$ cat src/rtl/instr_l1_refill_if.sv
// Bus bundle between the refill engine, the fetch stage, the L1 and main memory.
// The master modport is the refill engine's view; slave is the surrounding system.
interface instr_l1_refill_if #(
  parameter int unsigned ADDR_SIZE = 14,
  parameter int unsigned WORD_SIZE = 32
);
  // Fetch stage
  logic                 cpu_req;
  logic [ADDR_SIZE-1:0] cpu_addr;
  logic [WORD_SIZE-1:0] cpu_instr;
  logic                 cpu_ready;
  // Instruction L1
  logic [ADDR_SIZE-1:0] cache_addr;
  logic                 cache_we;
  logic [WORD_SIZE-1:0] cache_data;
  logic [WORD_SIZE-1:0] cache_dout;
  logic                 cache_hit;
  // Main memory
  logic                 mem_req;
  logic [ADDR_SIZE-1:0] mem_addr;
  logic [WORD_SIZE-1:0] mem_rdata;
  logic                 mem_rvalid;

  modport master (
    input  cpu_req, cpu_addr, cache_dout, cache_hit, mem_rdata, mem_rvalid,
    output cpu_instr, cpu_ready, cache_addr, cache_we, cache_data, mem_req, mem_addr
  );

  modport slave (
    output cpu_req, cpu_addr, cache_dout, cache_hit, mem_rdata, mem_rvalid,
    input  cpu_instr, cpu_ready, cache_addr, cache_we, cache_data, mem_req, mem_addr
  );
endinterface

$ cat src/rtl/instr_l1_refill.sv
// Instruction L1 miss handler: passes fetches through to the cache on hits and, on a
// miss, streams the aligned line from main memory into the cache word 0..7, word 7 last
// so the cache's LRU flip happens only once the whole line is present.
module instr_l1_refill #(
  parameter int unsigned ADDR_SIZE      = 14,
  parameter int unsigned WORD_SIZE      = 32,
  parameter int unsigned WORDS_PER_LINE = 8,
  parameter int unsigned OFFSET_BITS    = $clog2(WORDS_PER_LINE)
) (
  input  logic                clk,
  input  logic                reset,
  instr_l1_refill_if.master   bus,
  output logic                busy,
  output logic [15:0]         miss_count
);

  localparam int unsigned LineBits = ADDR_SIZE - OFFSET_BITS;
  localparam logic [OFFSET_BITS-1:0] LastWord = OFFSET_BITS'(WORDS_PER_LINE - 1);

  typedef enum logic [1:0] {StIdle, StReq, StWrite, StDone} state_t;

  state_t                 state;
  logic [LineBits-1:0]    base_line;
  logic [OFFSET_BITS-1:0] cnt;
  logic [WORD_SIZE-1:0]   wdata;
  logic [15:0]            miss_q;
  logic [ADDR_SIZE-1:0]   line_addr;
  logic                   miss;

  // base is line-aligned, so concatenation can never carry into the index/tag bits
  assign line_addr  = {base_line, cnt};
  assign miss       = bus.cpu_req & ~bus.cache_hit;
  assign busy       = (state != StIdle);
  assign miss_count = miss_q;

  // Refill sequencer: latch the line on a miss, then alternate REQ/WRITE per word
  always_ff @(posedge clk or posedge reset) begin
    if (reset) begin
      state     <= StIdle;
      base_line <= '0;
      cnt       <= '0;
      wdata     <= '0;
      miss_q    <= '0;
    end else begin
      unique case (state)
        StIdle: begin
          if (miss) begin
            base_line <= bus.cpu_addr[ADDR_SIZE-1:OFFSET_BITS];
            cnt       <= '0;
            if (miss_q != 16'hFFFF) miss_q <= miss_q + 16'd1;
            state     <= StReq;
          end
        end
        StReq: begin
          if (bus.mem_rvalid) begin
            wdata <= bus.mem_rdata;
            state <= StWrite;
          end
        end
        StWrite: begin
          if (cnt == LastWord) begin
            state <= StDone;
          end else begin
            cnt   <= cnt + 1'b1;
            state <= StReq;
          end
        end
        StDone:  state <= StIdle;
        default: state <= StIdle;
      endcase
    end
  end

  // Output decode; IDLE pass-through is gated by reset so every output reads 0 in reset
  always_comb begin
    bus.cpu_instr  = reset ? '0 : bus.cache_dout;
    bus.cpu_ready  = 1'b0;
    bus.cache_addr = '0;
    bus.cache_we   = 1'b0;
    bus.cache_data = '0;
    bus.mem_req    = 1'b0;
    bus.mem_addr   = '0;
    unique case (state)
      StIdle: begin
        if (!reset) begin
          bus.cache_addr = bus.cpu_addr;
          bus.cpu_ready  = bus.cpu_req & bus.cache_hit;
        end
      end
      StReq: begin
        bus.mem_req    = 1'b1;
        bus.mem_addr   = line_addr;
        bus.cache_addr = line_addr;
      end
      StWrite: begin
        bus.cache_we   = 1'b1;
        bus.cache_addr = line_addr;
        bus.cache_data = wdata;
      end
      StDone: begin
        bus.cache_addr = bus.cpu_addr;
      end
      default: ;
    endcase
  end

endmodule

$ cat src/flat_wrapper.sv
// flat-port wrapper written by rule: the top's interface ports become plain ports
module instr_l1_refill_flat 
#(
  parameter int unsigned ADDR_SIZE      = 14,
  parameter int unsigned WORD_SIZE      = 32,
  parameter int unsigned WORDS_PER_LINE = 8,
  parameter int unsigned OFFSET_BITS    = $clog2(WORDS_PER_LINE)
)
  (clk, reset, busy, miss_count, bus_cpu_req, bus_cpu_addr, bus_cache_dout, bus_cache_hit, bus_mem_rdata, bus_mem_rvalid, bus_cpu_instr, bus_cpu_ready, bus_cache_addr, bus_cache_we, bus_cache_data, bus_mem_req, bus_mem_addr);
  instr_l1_refill_if #(.ADDR_SIZE(ADDR_SIZE), .WORD_SIZE(WORD_SIZE)) bus_i ();
  input  logic clk;
  input  logic reset;
  output logic busy;
  output logic [15:0] miss_count;
  input wire logic [$bits(bus_i.cpu_req)-1:0] bus_cpu_req;
  input wire logic [$bits(bus_i.cpu_addr)-1:0] bus_cpu_addr;
  input wire logic [$bits(bus_i.cache_dout)-1:0] bus_cache_dout;
  input wire logic [$bits(bus_i.cache_hit)-1:0] bus_cache_hit;
  input wire logic [$bits(bus_i.mem_rdata)-1:0] bus_mem_rdata;
  input wire logic [$bits(bus_i.mem_rvalid)-1:0] bus_mem_rvalid;
  output wire logic [$bits(bus_i.cpu_instr)-1:0] bus_cpu_instr;
  output wire logic [$bits(bus_i.cpu_ready)-1:0] bus_cpu_ready;
  output wire logic [$bits(bus_i.cache_addr)-1:0] bus_cache_addr;
  output wire logic [$bits(bus_i.cache_we)-1:0] bus_cache_we;
  output wire logic [$bits(bus_i.cache_data)-1:0] bus_cache_data;
  output wire logic [$bits(bus_i.mem_req)-1:0] bus_mem_req;
  output wire logic [$bits(bus_i.mem_addr)-1:0] bus_mem_addr;
  assign bus_i.cpu_req = bus_cpu_req;
  assign bus_i.cpu_addr = bus_cpu_addr;
  assign bus_i.cache_dout = bus_cache_dout;
  assign bus_i.cache_hit = bus_cache_hit;
  assign bus_i.mem_rdata = bus_mem_rdata;
  assign bus_i.mem_rvalid = bus_mem_rvalid;
  assign bus_cpu_instr = bus_i.cpu_instr;
  assign bus_cpu_ready = bus_i.cpu_ready;
  assign bus_cache_addr = bus_i.cache_addr;
  assign bus_cache_we = bus_i.cache_we;
  assign bus_cache_data = bus_i.cache_data;
  assign bus_mem_req = bus_i.mem_req;
  assign bus_mem_addr = bus_i.mem_addr;
  instr_l1_refill #(.ADDR_SIZE(ADDR_SIZE), .WORD_SIZE(WORD_SIZE), .WORDS_PER_LINE(WORDS_PER_LINE), .OFFSET_BITS(OFFSET_BITS)) u_core (.clk(clk), .reset(reset), .bus(bus_i), .busy(busy), .miss_count(miss_count));
endmodule
$ cat config.mk
export PLATFORM = sky130hd
export DESIGN_NAME = instr_l1_refill_flat
export DESIGN_NICKNAME = d
export VERILOG_FILES = /design/src/rtl/instr_l1_refill_if.sv /design/src/rtl/instr_l1_refill.sv /design/src/flat_wrapper.sv
export SDC_FILE = /design/constraint.sdc
export NUM_CORES = 1
export LEC_CHECK = 0
export ABC_AREA = 1
export CORE_MARGIN = 2
export CORE_UTILIZATION = 38
export DETAILED_ROUTE_END_ITERATION = 12
export PLACE_DENSITY = 0.76
export SLEW_MARGIN = 0
export SYNTH_ARGS = -nofsm -noshare
export SYNTH_HDL_FRONTEND = slang
export SYNTH_SLANG_ARGS = --single-unit
$ cat constraint.sdc
create_clock -name clk -period 6.32 [get_ports clk]
set_input_delay 1.58 -clock clk [delete_from_list [all_inputs] [get_ports clk]]
set_output_delay 1.58 -clock clk [all_outputs]
set_load 0.02 [all_outputs]
==> After elaboration in Yosys (flattened, before gate mapping) <==
Index checks and enable logic that the tools add are counted.
{ "totals": {"ff_bits": 64, "inputBits": 83, "output_inout_bits": 112, "word_cells": 43} }
{ "op_classes": {"add_sub_neg": 2, "n_eq_ne": 8, "mux": 16, "bitwise": 3, "reduce_logical": 9} }
{ "ops": {"columns": ["cell", "count"], "rows": [
  ["$mux 32", 2],
  ["$pmux 14 s3", 1],
  ["$mux 14", 2],
  ["$add 16x1->16 const B", 1],
  ["$ne 16x16->1 const B", 1],
  ["$pmux 2 s4", 1],
  ["$mux 2", 3],
  ["$mux 3", 2],
  ["$pmux 3 s2", 1],
  ["$reduce_and 2->1", 3],
  ["$reduce_and 3->1", 2],
  ["$eq 2x2->1 const B", 2],
  ["$mux 1", 4],
  ["$ne 2x2->1 const B", 2],
  ["$reduce_bool 2->1", 2],
  ["$add 3x1->3 const B", 1],
  ["$eq 3x3->1 const B", 1],
  ["$and 1x1->1", 2],
  ["$eq 2x1->1 const B", 1],
  ["$logic_not 2->1", 1],
  ["$ne 2x1->1 const B", 1],
  ["$reduce_or 2->1", 1],
  ["$not 1->1", 1]
]} }

==> Logic depth before layout (Yosys ltp) <==
{ "logic_depth": {"word_depth": 4, "ltp_mapped": 9, "mapped_depth_nobuf": 8} }

==> Worst setup path before layout <==
No wires, ideal clock.
{ "synth_path": {"kind": "input-to-output", "from": "input port reset", "to": "output port bus_cache_addr[0]", "t_arrival_ps": 4124, "required_time_ps": 4740, "slack_ps": 616, "cell_stages": 5, "path_cell_list": "clkbuf_1 inv_1 nand2_1 clkbuf_1 o21ai_0"} }
{ "synth_via": {"elab_chain_len": 2} }
{ "synth_rtl": {"columns": ["element", "line", "source"], "rows": [
  ["from (decl)", "flat_wrapper.sv:12", "input logic reset;"],
  ["$mux 14", "instr_l1_refill.sv:85", "if (!reset) begin"],
  ["$pmux 14 s3", "instr_l1_refill.sv:83", "unique case (state)"],
  ["to (decl)", "flat_wrapper.sv:23", "output wire logic [$bits(bus_i.cache_addr)-1:0] bus_cache_addr;"]
]} }
No other way between the ends.

==> Final worst setup path <==
{ "layout_path": {"from": "input port reset", "to": "output port bus_cache_addr[2]"} }
The elaborated chain is that of the path after synthesis.

==> impl_metrics.toml <==
[placed_design]
io_buffers = 194
place_inst = 847
place_worst_setup_slack_ns = 1.126
place_congestion = 0.8672
dp_hpwl_microns = 8817

[clock_tree]
cts_max_path_buffers = 2
htreeDepth = 3
cts_sinks = 64
clk_latency_ns = 0.34
cts_hold_buf = 0
postCtsResizedCells = 0
path_clk_slew_ns = 0.07
cts_tree = "done"
root_buffer = "clkbuf_8"
cts_buffers = 9
cts_setup_buffers = 0

[routing]
drt_wl_total_microns = 11370
vias = 4023
drc_errors = 0
drt-vias-per-instance = 4.667
highest_layer = "met4"
wl_per_cell_microns = 13.19
dr_wl_met3_microns = 892
ant_nets = 0
dr.pass1.iters = 6
dr_wl_met2_microns = 5601
wl_met1_microns = 4643
dr.first_iter.drc_count = 182

[timing]
rsz0062_at_grt = "false"
final_max_slew_viol_count = 0
setup-tns-final_ns = 0
tightest_slew_ns = 0.8238
hold_viol_final = 0
setup_viol = 0
hold_ws_ns = 0.5066
fin_crit_sh = 0.8227
postLayoutSetupSlackWorst_ns = 1.121
post-route-min-period_ns = 5.199
fmax_mhz = 192.3
max_slew_margin = 0.4508
clock_skew_ns = 0.007444

[global_routing]
grt_pass1_vias = 4072
grt_pass1_wl_microns = 18730
overflow = 0
gr-usage-all-layers = 0.2100
grt_max_degree = 65
antenna_found_initial = 0

[layout]
final_common_cell = "clkdlybuf4s50_1"
drive_gt1_frac = 0.08540
final_util = 0.6016
area_delta_synth_final_pct = 56.50
n_antenna_cell = 0
layout_common_cells = "clkdlybuf4s50_1, nand2_1, inv_1, dfrtp_1, nor2_1"
n_fill_cell = 941
layoutNonFillerInstCount = 862
nets = 813

[critical_path]
required_ns = 4.74
max_stage_delay_ns = 0.68
crit_end = "bus_cache_addr[2]"
slowest_stage = "clkdlybuf4s50_1"
critPathTopFamily = "buffers and inverters"
r2r_slack_ns = 3.86
crit_cells = 6
startpoint = "reset"
r2r_start = "u_core.state[1]"
path_class = "in2out"
critical_path.most_common_cell = "clkdlybuf4s50_1"
path_max_fanout = 33
critPathArrivalTime_ns = 3.62
r2r-end = "u_core.wdata[28]"
cp-end-kind = "primary output"
reg2regPathDepth = 5
critical_path.cell_chain = "clkdlybuf4s50_1, buf_4, inv_2, nand2_1, o21ai_0, clkdlybuf4s50_1"
worstSetupStartpointType = "input port"
path_buf_inv = 4

[hold_path]
hold_class = "reg2reg"
min_from = "u_core.wdata[27]"

[pwr]
combPwrFrac = 0.558
vdd_drop_max_mv = 0.1582
clockPowerShare = 0.141
p_int_uw = 1304
swShare = 0.4159
total_leakage_power_uw = 0.003099
sequentialPowerShare = 0.301
power.switching_uw = 928.9
p_per_area_nw_per_um2 = 364.5

[flow_run]
cap_violations = 0

[logic_synthesis]
netlist_instances = 533
synth_nets = 624
ys_seq_area_frac = 0.4091
ys_types = 31
ys_seq_elements = 64
avgSynthCellArea_sq_um = 7.345
synth_warnings = 0
synth_area_sq_um = 3915

[floorplanning]
initial_core_util = 0.3844
coreArea_sq_um = 10180
core.rowCount = 37
chipWidth_microns = 105.5
dieArea_sq_um = 11130
die_h_microns = 105.5
io_pins = 195

[run_status]
outcome = "finished clean"
==> per-layer routing <==
metal,GRT usage,vias up
li1,-,1968
met1,0.2341,1870
met2,0.3806,165
met3,0.06370,20
met4,0.06767,0
met5,0,-
==> power groups by stage <==
stage          Sequential [uW]  Combinational [uW]  Clock, uW
6_report                   672                1250        315
5_1_grt                    692                1360        341
4_1_cts                    670                1260        322
3_5_place_dp               677                1260          0
3_3_place_gp               665                1240          0
2_1_floorplan              663                 737          0
==> synthesized netlist by cell type <==
cell / n / area share
buf_2: 5 / 0.0064
nand3_1: 9 / 0.012
a21oi_1: 1 / 0.0013
nand4_1: 7 / 0.011
nand2_2: 1 / 0.0016
clkinv_1: 1 / 0.00096
buf_4: 1 / 0.0019
nand2_1: 155 / 0.15
clkbuf_2: 1 / 0.0013
xnor2_1: 6 / 0.013
ha_1: 8 / 0.026
o21ai_0: 37 / 0.047
nor2_2: 1 / 0.0016
nor2_8: 1 / 0.0051
o22ai_1: 10 / 0.016
inv_2: 2 / 0.0019
nand2_4: 1 / 0.0029
buf_12: 1 / 0.0051
nand3_2: 1 / 0.0026
inv_1: 121 / 0.12
a21oi_2: 1 / 0.0022
nor3_1: 1 / 0.0013
mux2_2: 32 / 0.092
dfrtp_1: 64 / 0.41
o31ai_1: 1 / 0.0019
clkbuf_1: 9 / 0.0086
nor2_4: 2 / 0.0058
buf_1: 3 / 0.0029
nand3b_1: 2 / 0.0038
nor2_1: 47 / 0.045
nand2_8: 1 / 0.0051
==> stage by stage <==
step | cell area [sq um] | power, uW
after CTS | 6127 | 2254
after floorplan | 3915 | 1400
after global placement | 5954 | 1900
final | 6127 | 2233
after detailed placement | 5954 | 1937
after global routing | 6127 | 2393
==> sequential cells by signal, summed over array words and instances (netlist names) <==
signal and flops:
u_core.wdata 32, u_core.miss_count 16, u_core.base_line 11, u_core.cnt 3
u_core.state 2
==> final cells by class <==
cell class,count,area (sq um),area share
inverters,124,465.4,0.07596
repair buffers,198,1972,0.3218
multi-input cells,325,1745,0.2849
well taps,136,170.2,0.02777
clock buffers,12,155.1,0.02532
clock inverters,3,17.52,0.002859
flip-flops and latches,64,1602,0.2614
==> kinds of logic after synthesis <==
family,count (synthesis),share of synthesized area
buf+inv,144,0.1451
simple gates,229,0.2461
flops,64,0.4091
fa+ha+maj,8,0.02557
compound gates,50,0.06871
xor+xnor,6,0.01342
mux,32,0.09204
==> worst register-to-register path, delay by kind of cell, from the launching register on <==
kind	cells	cell delay, ns
DFF	1	0.43
muxes	1	0.31
adders and majority gates	1	0.63
buffers and inverters	2	0.50
and+or+nand+nor	1	0.48
==> worst min path at each step <==
stage,endpoint,slack [ns],cells after the start
after floorplan,u_core.base_line[10],0.47,2
after global placement,u_core.wdata[29],0.49,1
after detailed placement,u_core.wdata[29],0.49,1
after CTS,u_core.wdata[29],0.51,1
after global routing,u_core.wdata[29],0.51,1
final,u_core.wdata[27],0.51,1
(Power assumes the default switching activity.)
